File: src/rtl/brush_write_arbiter.sv
// Shares the simulation-RAM write port between the next-state engine (absolute priority)
// and a paint brush that expands each accepted stroke into a clipped BRUSH_SIZE x BRUSH_SIZE square.
module brush_write_arbiter #(
  parameter int ACTIVE_COLUMNS = 640,
  parameter int ACTIVE_ROWS    = 480,
  parameter int ADDR_WIDTH     = $clog2(ACTIVE_COLUMNS*ACTIVE_ROWS),
  parameter int DATA_WIDTH     = 1,
  parameter int BRUSH_SIZE     = 4,
  parameter int X_WIDTH        = $clog2(ACTIVE_COLUMNS),
  parameter int Y_WIDTH        = $clog2(ACTIVE_ROWS)
) (
  input  logic                  clk_i,
  input  logic                  reset_i,
  input  logic                  sim_wr_en_i,
  input  logic [ADDR_WIDTH-1:0] sim_wr_address_i,
  input  logic [DATA_WIDTH-1:0] sim_wr_data_i,
  input  logic                  draw_en_i,
  input  logic                  brush_valid_i,
  output logic                  brush_ready_o,
  input  logic [X_WIDTH-1:0]    brush_x_i,
  input  logic [Y_WIDTH-1:0]    brush_y_i,
  input  logic [DATA_WIDTH-1:0] brush_data_i,
  output logic                  ram_wr_en_o,
  output logic [ADDR_WIDTH-1:0] ram_wr_address_o,
  output logic [DATA_WIDTH-1:0] ram_wr_data_o,
  output logic                  stroke_done_o
);

  localparam int BW = (BRUSH_SIZE > 1) ? $clog2(BRUSH_SIZE) : 1;
  localparam logic [BW-1:0]        LAST_D = BW'(BRUSH_SIZE - 1);
  localparam logic [X_WIDTH:0]     COLS_X = (X_WIDTH+1)'(ACTIVE_COLUMNS);
  localparam logic [Y_WIDTH:0]     ROWS_Y = (Y_WIDTH+1)'(ACTIVE_ROWS);
  localparam logic [ADDR_WIDTH-1:0] COLS_A = ADDR_WIDTH'(ACTIVE_COLUMNS);

  typedef enum logic {IDLE, PAINT} state_t;

  state_t                r_state;
  state_t                w_next_state;
  logic [X_WIDTH-1:0]    r_x;
  logic [Y_WIDTH-1:0]    r_y;
  logic [DATA_WIDTH-1:0] r_data;
  logic [BW-1:0]         r_dx;
  logic [BW-1:0]         r_dy;
  logic                  r_wr_en;
  logic [ADDR_WIDTH-1:0] r_wr_address;
  logic [DATA_WIDTH-1:0] r_wr_data;
  logic                  r_done;

  logic                  w_accept;
  logic                  w_process;
  logic                  w_last;
  logic                  w_in_bounds;
  logic                  w_brush_wr;
  logic                  w_done;
  logic [X_WIDTH:0]      w_px;
  logic [Y_WIDTH:0]      w_py;
  logic [ADDR_WIDTH-1:0] w_brush_addr;

  assign brush_ready_o = (r_state == IDLE) & draw_en_i;
  assign w_accept      = brush_valid_i & brush_ready_o;

  // Pixel coordinates carry one extra bit so clipping at the frame edge cannot wrap.
  assign w_px         = {1'b0, r_x} + (X_WIDTH+1)'(r_dx);
  assign w_py         = {1'b0, r_y} + (Y_WIDTH+1)'(r_dy);
  assign w_in_bounds  = (w_px < COLS_X) && (w_py < ROWS_Y);
  assign w_brush_addr = ADDR_WIDTH'(w_py) * COLS_A + ADDR_WIDTH'(w_px);

  assign w_process  = (r_state == PAINT) && !sim_wr_en_i;
  assign w_last     = (r_dx == LAST_D) && (r_dy == LAST_D);
  assign w_brush_wr = w_process && w_in_bounds;
  assign w_done     = w_process && w_last;

  always_comb begin
    w_next_state = r_state;
    case (r_state)
      IDLE:    if (w_accept) w_next_state = PAINT;
      PAINT:   if (w_done)   w_next_state = IDLE;
      default: w_next_state = IDLE;
    endcase
  end

  always_ff @(posedge clk_i or posedge reset_i) begin
    if (reset_i) r_state <= IDLE;
    else         r_state <= w_next_state;
  end

  always_ff @(posedge clk_i or posedge reset_i) begin
    if (reset_i) begin
      r_x    <= '0;
      r_y    <= '0;
      r_data <= '0;
      r_dx   <= '0;
      r_dy   <= '0;
    end else if (w_accept) begin
      r_x    <= brush_x_i;
      r_y    <= brush_y_i;
      r_data <= brush_data_i;
      r_dx   <= '0;
      r_dy   <= '0;
    end else if (w_process) begin
      if (r_dx == LAST_D) begin
        r_dx <= '0;
        r_dy <= r_dy + 1'b1;
      end else begin
        r_dx <= r_dx + 1'b1;
      end
    end
  end

  // Output register: a sim write always wins the port; the brush only writes in its idle slots.
  always_ff @(posedge clk_i or posedge reset_i) begin
    if (reset_i) begin
      r_wr_en      <= 1'b0;
      r_wr_address <= '0;
      r_wr_data    <= '0;
      r_done       <= 1'b0;
    end else begin
      r_wr_en <= sim_wr_en_i | w_brush_wr;
      r_done  <= w_done;
      if (sim_wr_en_i) begin
        r_wr_address <= sim_wr_address_i;
        r_wr_data    <= sim_wr_data_i;
      end else if (w_brush_wr) begin
        r_wr_address <= w_brush_addr;
        r_wr_data    <= r_data;
      end
    end
  end

  assign ram_wr_en_o      = r_wr_en;
  assign ram_wr_address_o = r_wr_address;
  assign ram_wr_data_o    = r_wr_data;
  assign stroke_done_o    = r_done;

endmodule

File: config.mk
export PLATFORM = sky130hd
export DESIGN_NAME = brush_write_arbiter
export DESIGN_NICKNAME = d
export VERILOG_FILES = /design/src/rtl/brush_write_arbiter.sv
export SDC_FILE = /design/constraint.sdc
export NUM_CORES = 1
export LEC_CHECK = 0
export BUFFER_PORTS_ARGS = -buffer_cell sky130_fd_sc_hd__buf_2
export CORE_ASPECT_RATIO = 1.2
export CORE_MARGIN = 5
export CORE_UTILIZATION = 53
export CTS_CLUSTER_SIZE = 28
export DETAILED_ROUTE_END_ITERATION = 8
export PLACE_DENSITY = 0.74
export SYNTH_ARGS = -nofsm -noshare
export SYNTH_HDL_FRONTEND = slang
export SYNTH_SLANG_ARGS = --single-unit
File: constraint.sdc
create_clock -name clk_i -period 7.85 [get_ports clk_i]
set_input_delay 1.9625 -clock clk_i [delete_from_list [all_inputs] [get_ports clk_i]]
set_output_delay 1.9625 -clock clk_i [all_outputs]
set_load 0.005 [all_outputs]
==> results of run 1 <==
per-stage QoR:
stage	hold slack (ns)	cells	instance area, sq um
finish	0.476	505	3760
global route	0.496	505	3760
CTS	0.479	505	3760
detailed placement	0.460	498	3670
global placement	0.456	498	3670
floorplan	0.447	366	3280
layout make-up:
| type | count | share of cell area |
|---|---|---|
| Timing Repair Buffer | 68 | 0.0913 |
| Multi-Input combinational cell | 283 | 0.528 |
| Sequential cell | 47 | 0.313 |
| Clock buffer | 5 | 0.0183 |
| Clock inverter | 2 | 0.00366 |
| Inverter | 18 | 0.0180 |
| Tap cell | 82 | 0.0273 |
sequential cells by signal (all words and copies together) (netlist names):
name and flops:
r_state 1, r_dy 2, r_dx 2, r_data 1, r_x 10, stroke_done_o 1, ram_wr_en_o 1, ram_wr_address_o 19
r_y 9, ram_wr_data_o 1
report_power, final:
part / internal, mW / switching (mW)
registers: 0.348 / 0.106
logic: 0.485 / 0.537
clock network: 0.0610 / 0.0804
path summary, 6_finish.rpt:
check | startpoint | to
setup / recovery | draw_en_i | brush_ready_o
hold / removal | ram_wr_address_o[11] | ram_wr_address_o[11]
setup reg to reg | r_dy[0] | ram_wr_address_o[18]
hold reg to reg | ram_wr_address_o[11] | ram_wr_address_o[11]
max in group asynchronous | reset_i | r_y[4]
min in group asynchronous | reset_i | ram_wr_address_o[2]
cells in the final DEF, fill, tap and decap left out, types with 2 or more instances in the layout:
master    synthesis  routed
ha_1             22      22
o21bai_1          2       2
xor2_1            8       8
a21o_1           10      10
nor3b_1           8       8
or4b_4            2       2
fa_1              4       4
nand2_1          75      75
xnor2_1          21      21
and3_1            2       2
a22o_1            7       7
and2_1            7       7
nor4b_1           2       2
a211oi_2          2       2
nand2b_1          4       4
nand3_1          10      10
nor3_1            9       9
o21ai_0          14      14
clkbuf_8          0       5
inv_1            18      17
mux2i_1           7       7
nor2b_1           5       5
nor4_1            3       3
nand4b_1          3       3
o21ai_1           4       4
a21oi_1           8       8
buf_2             3      67
a221o_1           8       8
nand4_1           4       4
dfrtp_1          47      47
nor2_1           13      13
o21a_1            2       2
metal layers:
| metal | share of wire | vias up | track usage |
|---|---|---|---|
| met5 | 0 | - | 0 |
| met4 | 0.0065 | 0 | 0.0360 |
| met3 | 0.042 | 5 | 0.0290 |
| met2 | 0.49 | 50 | 0.305 |
| met1 | 0.46 | 1259 | 0.229 |
| li1 | - | 1387 | - |
cells by family after synthesis:
logic type / after synthesis / share of synthesized area
DFF: 47 / 0.358
AOI/OAI and AO/OA: 66 / 0.147
adders and majority gates: 26 / 0.108
and+or+nand+nor: 153 / 0.234
muxes: 7 / 0.0213
buffers and inverters: 36 / 0.0423
xor gates and xnor gates: 31 / 0.0891
==> metrics.txt, run 1 <==
cell leakage power approximately 1.9 nW; Worst Hold Path Cells 1; FILL cells 563; Seq/Total Area, Yosys 0.358; setup total negative slack 0 ns; vias post-DR 2701; slowest library cell on the worst path nor2b_1; type of the setup path with the least slack primary input to primary output; multi-input logic area 1980 sq um; most area-consuming cells after synthesis dfrtp_1, nand2_1, ha_1, xnor2_1, a221o_1; number of warnings reported in the yosys synthesis log 0; clock sink count 47; chip width 81.9 microns; buffer depth of the longest clock path 2; setup repair after global routing missed its margin no; drt wl/cell 13.4 microns; number of setup buffers added after CTS 0; depth of the most critical reg-to-reg path 12; Final min period 4.31 ns; clock insertion delay at the later pin of the skew report 0.30 ns; die area 7880 sq um; worst-case register-to-register setup slack 3.67 ns; number of enable flip-flop cells after synthesis 0; Worst-Margin Slew 0.962 ns; post-cts gate resize count 0; net count reported at finish 494; IO buf count 67; number of CTS-inserted buffers 5; total length of routed wires slightly below 7 mm; global-route wire length before repair around 11 mm; dominant delay contributor by cell family on the critical path buffers and inverters; type of origin of the critical path primary input; number of global-route vias before repair 2519; hold buffer count at cts 0; Pwr per Cell Area between 400 and 500 nW/um^2; Global Route Usage Sum 0.176; post-route fraction of the period consumed by the critical path 0.549; number of detailed-route iterations in the first pass 4; library cell appearing most often on the critical path buf_2; violation count after the first detailed-route iteration 122; post-CTS clock slew at the launch and capture registers of the worst setup and hold paths around 0.08 ns; Final setup viols 0; global route overflow 0; logic depth of the worst path, buffers included 3; Pins Over Slew Limit 0; crit path DAT 2.35 ns; max-slew headroom at the worst pin 0.358; number of nets still failing antenna checks after routing 0; Routability Congestion approximately 0.84; CTS tree done; I/O pin total 68; delay contributed by the slowest stage of the critical path approximately 0.17 ns; post-synthesis cell count between 300 and 400; final antenna diode count 0; vertical extent of the die 96.2 microns; Worst Skew between 0.008 and 0.009 ns; detailed placement HPWL 5.39 mm; deepest level of the CTS H-tree 2; minimum setup slack after placement roughly 3.5 ns; Synth Net Count 437; clock tree root driver cell clkbuf_8; crit path max fanout 3; dominant cell by count in the synthesized netlist nand2_1; Max Cap Viol 0; Final Util 0.621; number of vias per cell after detailed routing between 5 and 6; starting utilization of the core area 0.543; highest achievable clock rate 0.232 GHz; proportion of register bits with asynchronous set or reset after synthesis 1.00; worst hold-check path type flop to flop; WP data required ~5.9 ns; flip-flop cell with the highest count after synthesis dfrtp_1; count of distinct cell types in the synthesized netlist 49; storage element area 1180 sq um; fraction of final layout cells with drive strength greater than 1 0.201; CP Capture Type primary output; largest net degree at the start of global routing 48; list of most frequent post-synthesis cells nand2_1, dfrtp_1, ha_1; Core Area 6050 sq um; per-instance average area after synthesis 8.97 sq um; area growth from synthesis to layout 14.4%; antenna violations before repair 0; number of rows in the core area 31; Worst Path Buf+Inv 2; total power consumption of the routed design approximately 1.6 mW; area share of the largest cell type after synthesis 0.358; crit-path cells buf_2, nor2b_1, buf_2; endpoints failing hold 0; library cell with the largest summed area after synthesis dfrtp_1; PnR worst setup slack 3.54 ns; worst-case vdd ir drop 0.213 mV; Syn Std Cell Area 3280 sq um; drc violations 0; status complete, no violations; flop and latch count out of synthesis 47
Power figures use the tool's default switching activity.
==> run 2, diff against run 1 <==
==> constraint.sdc (replaced) <==
create_clock -name clk_i -period 4.4 [get_ports clk_i]
set_input_delay 1.1 -clock clk_i [delete_from_list [all_inputs] [get_ports clk_i]]
set_output_delay 1.1 -clock clk_i [all_outputs]
set_load 0.005 [all_outputs]
==> metrics.txt, run 2 (synthesis gave the netlist of run 1 again) <==
Max Cap Viol 0 (unchanged); cell leakage power 1.86 nW (was 1.85 nW); die area 7880 sq um (unchanged); delay contributed by the slowest stage of the critical path 0.53 ns (was 0.17 ns); GRT Max-Usage Layer met2 (unchanged); crit path max fanout 5 (was 3); number of CTS-inserted buffers 5 (unchanged); deepest level of the CTS H-tree 2 (unchanged); clock sink count 47 (unchanged); global-route wire length before repair 11.6 mm (was 11.1 mm); net count reported at finish 494 (unchanged); met1 layer usage reported by global route 0.242 (was 0.229); worst hold-check path type flop to flop (unchanged); type of the setup path with the least slack flop to flop (was primary input to primary output); total length of routed wires 6.98 mm (was 6.75 mm); Worst-Margin Slew 0.951 ns (was 0.962 ns); final antenna diode count 0 (unchanged); I/O pin total 68 (unchanged); hold buffer count at cts 0 (unchanged); commonest non-fill, non-tap cells in the layout nand2_1, buf_2, dfrtp_1 (unchanged); antenna violations before repair 0 (unchanged); Final setup viols 0 (unchanged); endpoints failing hold 0 (unchanged); drt wl/cell 13.8 microns (was 13.4 microns); crit path DAT 4.41 ns (was 2.35 ns); Worst Skew 0.00586 ns (was 0.00890 ns); total power consumption of the routed design 2.92 mW (was 1.62 mW); detailed placement HPWL 5.50 mm (was 5.39 mm); buffer depth of the longest clock path 2 (unchanged); global route overflow 0 (unchanged); met3 track demand over resource 0.0328 (was 0.0290); drc violations 0 (unchanged); clock tree root driver cell clkbuf_8 (unchanged); max-slew headroom at the worst pin 0.365 (was 0.358); Pins Over Slew Limit 0 (unchanged); vertical extent of the die 96.2 microns (unchanged); clock insertion delay at the later pin of the skew report 0.30 ns (about the same); number of detailed-route iterations in the first pass 5 (was 4); highest achievable clock rate 0.240 GHz; Final min period 4.17 ns; number of rows in the core area 31 (unchanged); leading cell type in the layout, fill and taps excluded nand2_1 (unchanged); setup repair after global routing missed its margin no (unchanged); CP Capture Type flop (was primary output); FILL cells 549 (was 563); number of nets still failing antenna checks after routing 0 (unchanged); vias post-DR 2726 (was 2701); setup total negative slack 0 ns (unchanged); crit-path cells ha_1, fa_1, nand3_1, xnor2_1, ha_1, fa_1, a211oi_4, nor2_2, or4b_4, or4b_4, nor4b_2, a2111o_1 (was buf_2, nor2b_1, buf_2); slowest library cell on the worst path fa_1 (was nor2b_1); number of setup buffers added after CTS 0 (unchanged); Core Area 6050 sq um (unchanged); number of vias per cell after detailed routing 5.40 (was 5.35); fraction of final layout cells with drive strength greater than 1 0.201 (unchanged); met2 Usage GRT 0.315 (was 0.305); status complete, no violations (unchanged); violation count after the first detailed-route iteration 112 (was 122); WP data required 4.64 ns (was 5.89 ns); chip width 81.9 microns (unchanged); Routability Congestion 0.873 (was 0.841); type of origin of the critical path flop (was primary input); Pwr per Cell Area 775 nW/um^2 (was 430 nW/um^2); CTS tree done (unchanged); largest net degree at the start of global routing 48 (unchanged); starting utilization of the core area 0.543 (unchanged); number of flip-flops under the largest register name 19 (unchanged); Final Hold Slack 0.475 ns (was 0.476 ns); number of global-route vias before repair 2596 (was 2519); worst-case register-to-register setup slack 0.23 ns (was 3.67 ns); post-CTS clock slew at the launch and capture registers of the worst setup and hold paths 0.09 ns (was 0.08 ns); area growth from synthesis to layout 14.6% (was 14.4%); Global Route Usage Sum 0.186 (was 0.176); worst-case vdd ir drop 0.361 mV (was 0.213 mV); IO buf count 67 (unchanged); post-route fraction of the period consumed by the critical path 0.947
## run 2: cell types whose count changed in the layout (fill, tap and decap cells not counted)
cell,previous run,this run
a211oi_2,2,1
a211oi_4,0,1
## run 2: final timing paths
path / startpoint / to / cells after the start
worst max-delay path: r_dy[0] / ram_wr_address_o[18] / 12
worst min-delay path: ram_wr_address_o[5] / ram_wr_address_o[5] / 1
min in group asynchronous: reset_i / ram_wr_en_o / 2
worst min register to register: ram_wr_address_o[5] / ram_wr_address_o[5] / 1
worst max register to register: r_dy[0] / ram_wr_address_o[18] / 12
max in group asynchronous: reset_i / r_y[7] / 2
## run 2: repair_timing
action                                  in CTS  in global routing
hold endpoints to repair                     0                  0
resized for setup                            0                  1
endpoints found under the setup margin       0                  2
## run 2: critical path: cells and delay by family, from the launching register on
kind	cells	cell delay, ns
AO/OA/AOI/OAI	2	0.44
flip-flops	1	0.42
adder cells (fa/ha/maj)	4	1.54
XOR/XNOR	1	0.15
AND/OR/NAND/NOR	5	1.56
## run 2: cell type report
class / count / area [sq um] / share of cell area
multi-input combinational: 283 / 1990 / 0.529
tap: 82 / 103 / 0.0273
timing repair buffer: 68 / 343 / 0.0911
inverter: 18 / 67.6 / 0.0180
sequential: 47 / 1180 / 0.313
clock buffer: 5 / 68.8 / 0.0183
clock inverter: 2 / 13.8 / 0.00366
## run 2: per-stage QoR
step                setup WS, ns  instance area (sq um)   util  cells
floorplan                  0.457                   3280      -    366
finish                     0.232                   3760  0.622    505
global placement           0.318                   3670  0.607    498
CTS                        0.184                   3760  0.621    505
detailed placement         0.221                   3670  0.607    498
global route              0.0418                   3760  0.622    505
## run 2: where the power goes
group	leakage [nW]	internal (mW)	switching (mW)	total, mW
combinational	1.24	0.875	0.982	1.86
sequential	0.576	0.620	0.187	0.807
clock	0.0440	0.109	0.144	0.252
total	1.86	1.60	1.31	2.92
## run 2: metal layers
layer	vias to the layer above	routed length (microns)
li1	1385	-
met1	1263	3030
met2	72	3480
met3	6	404
met4	0	70
met5	-	0
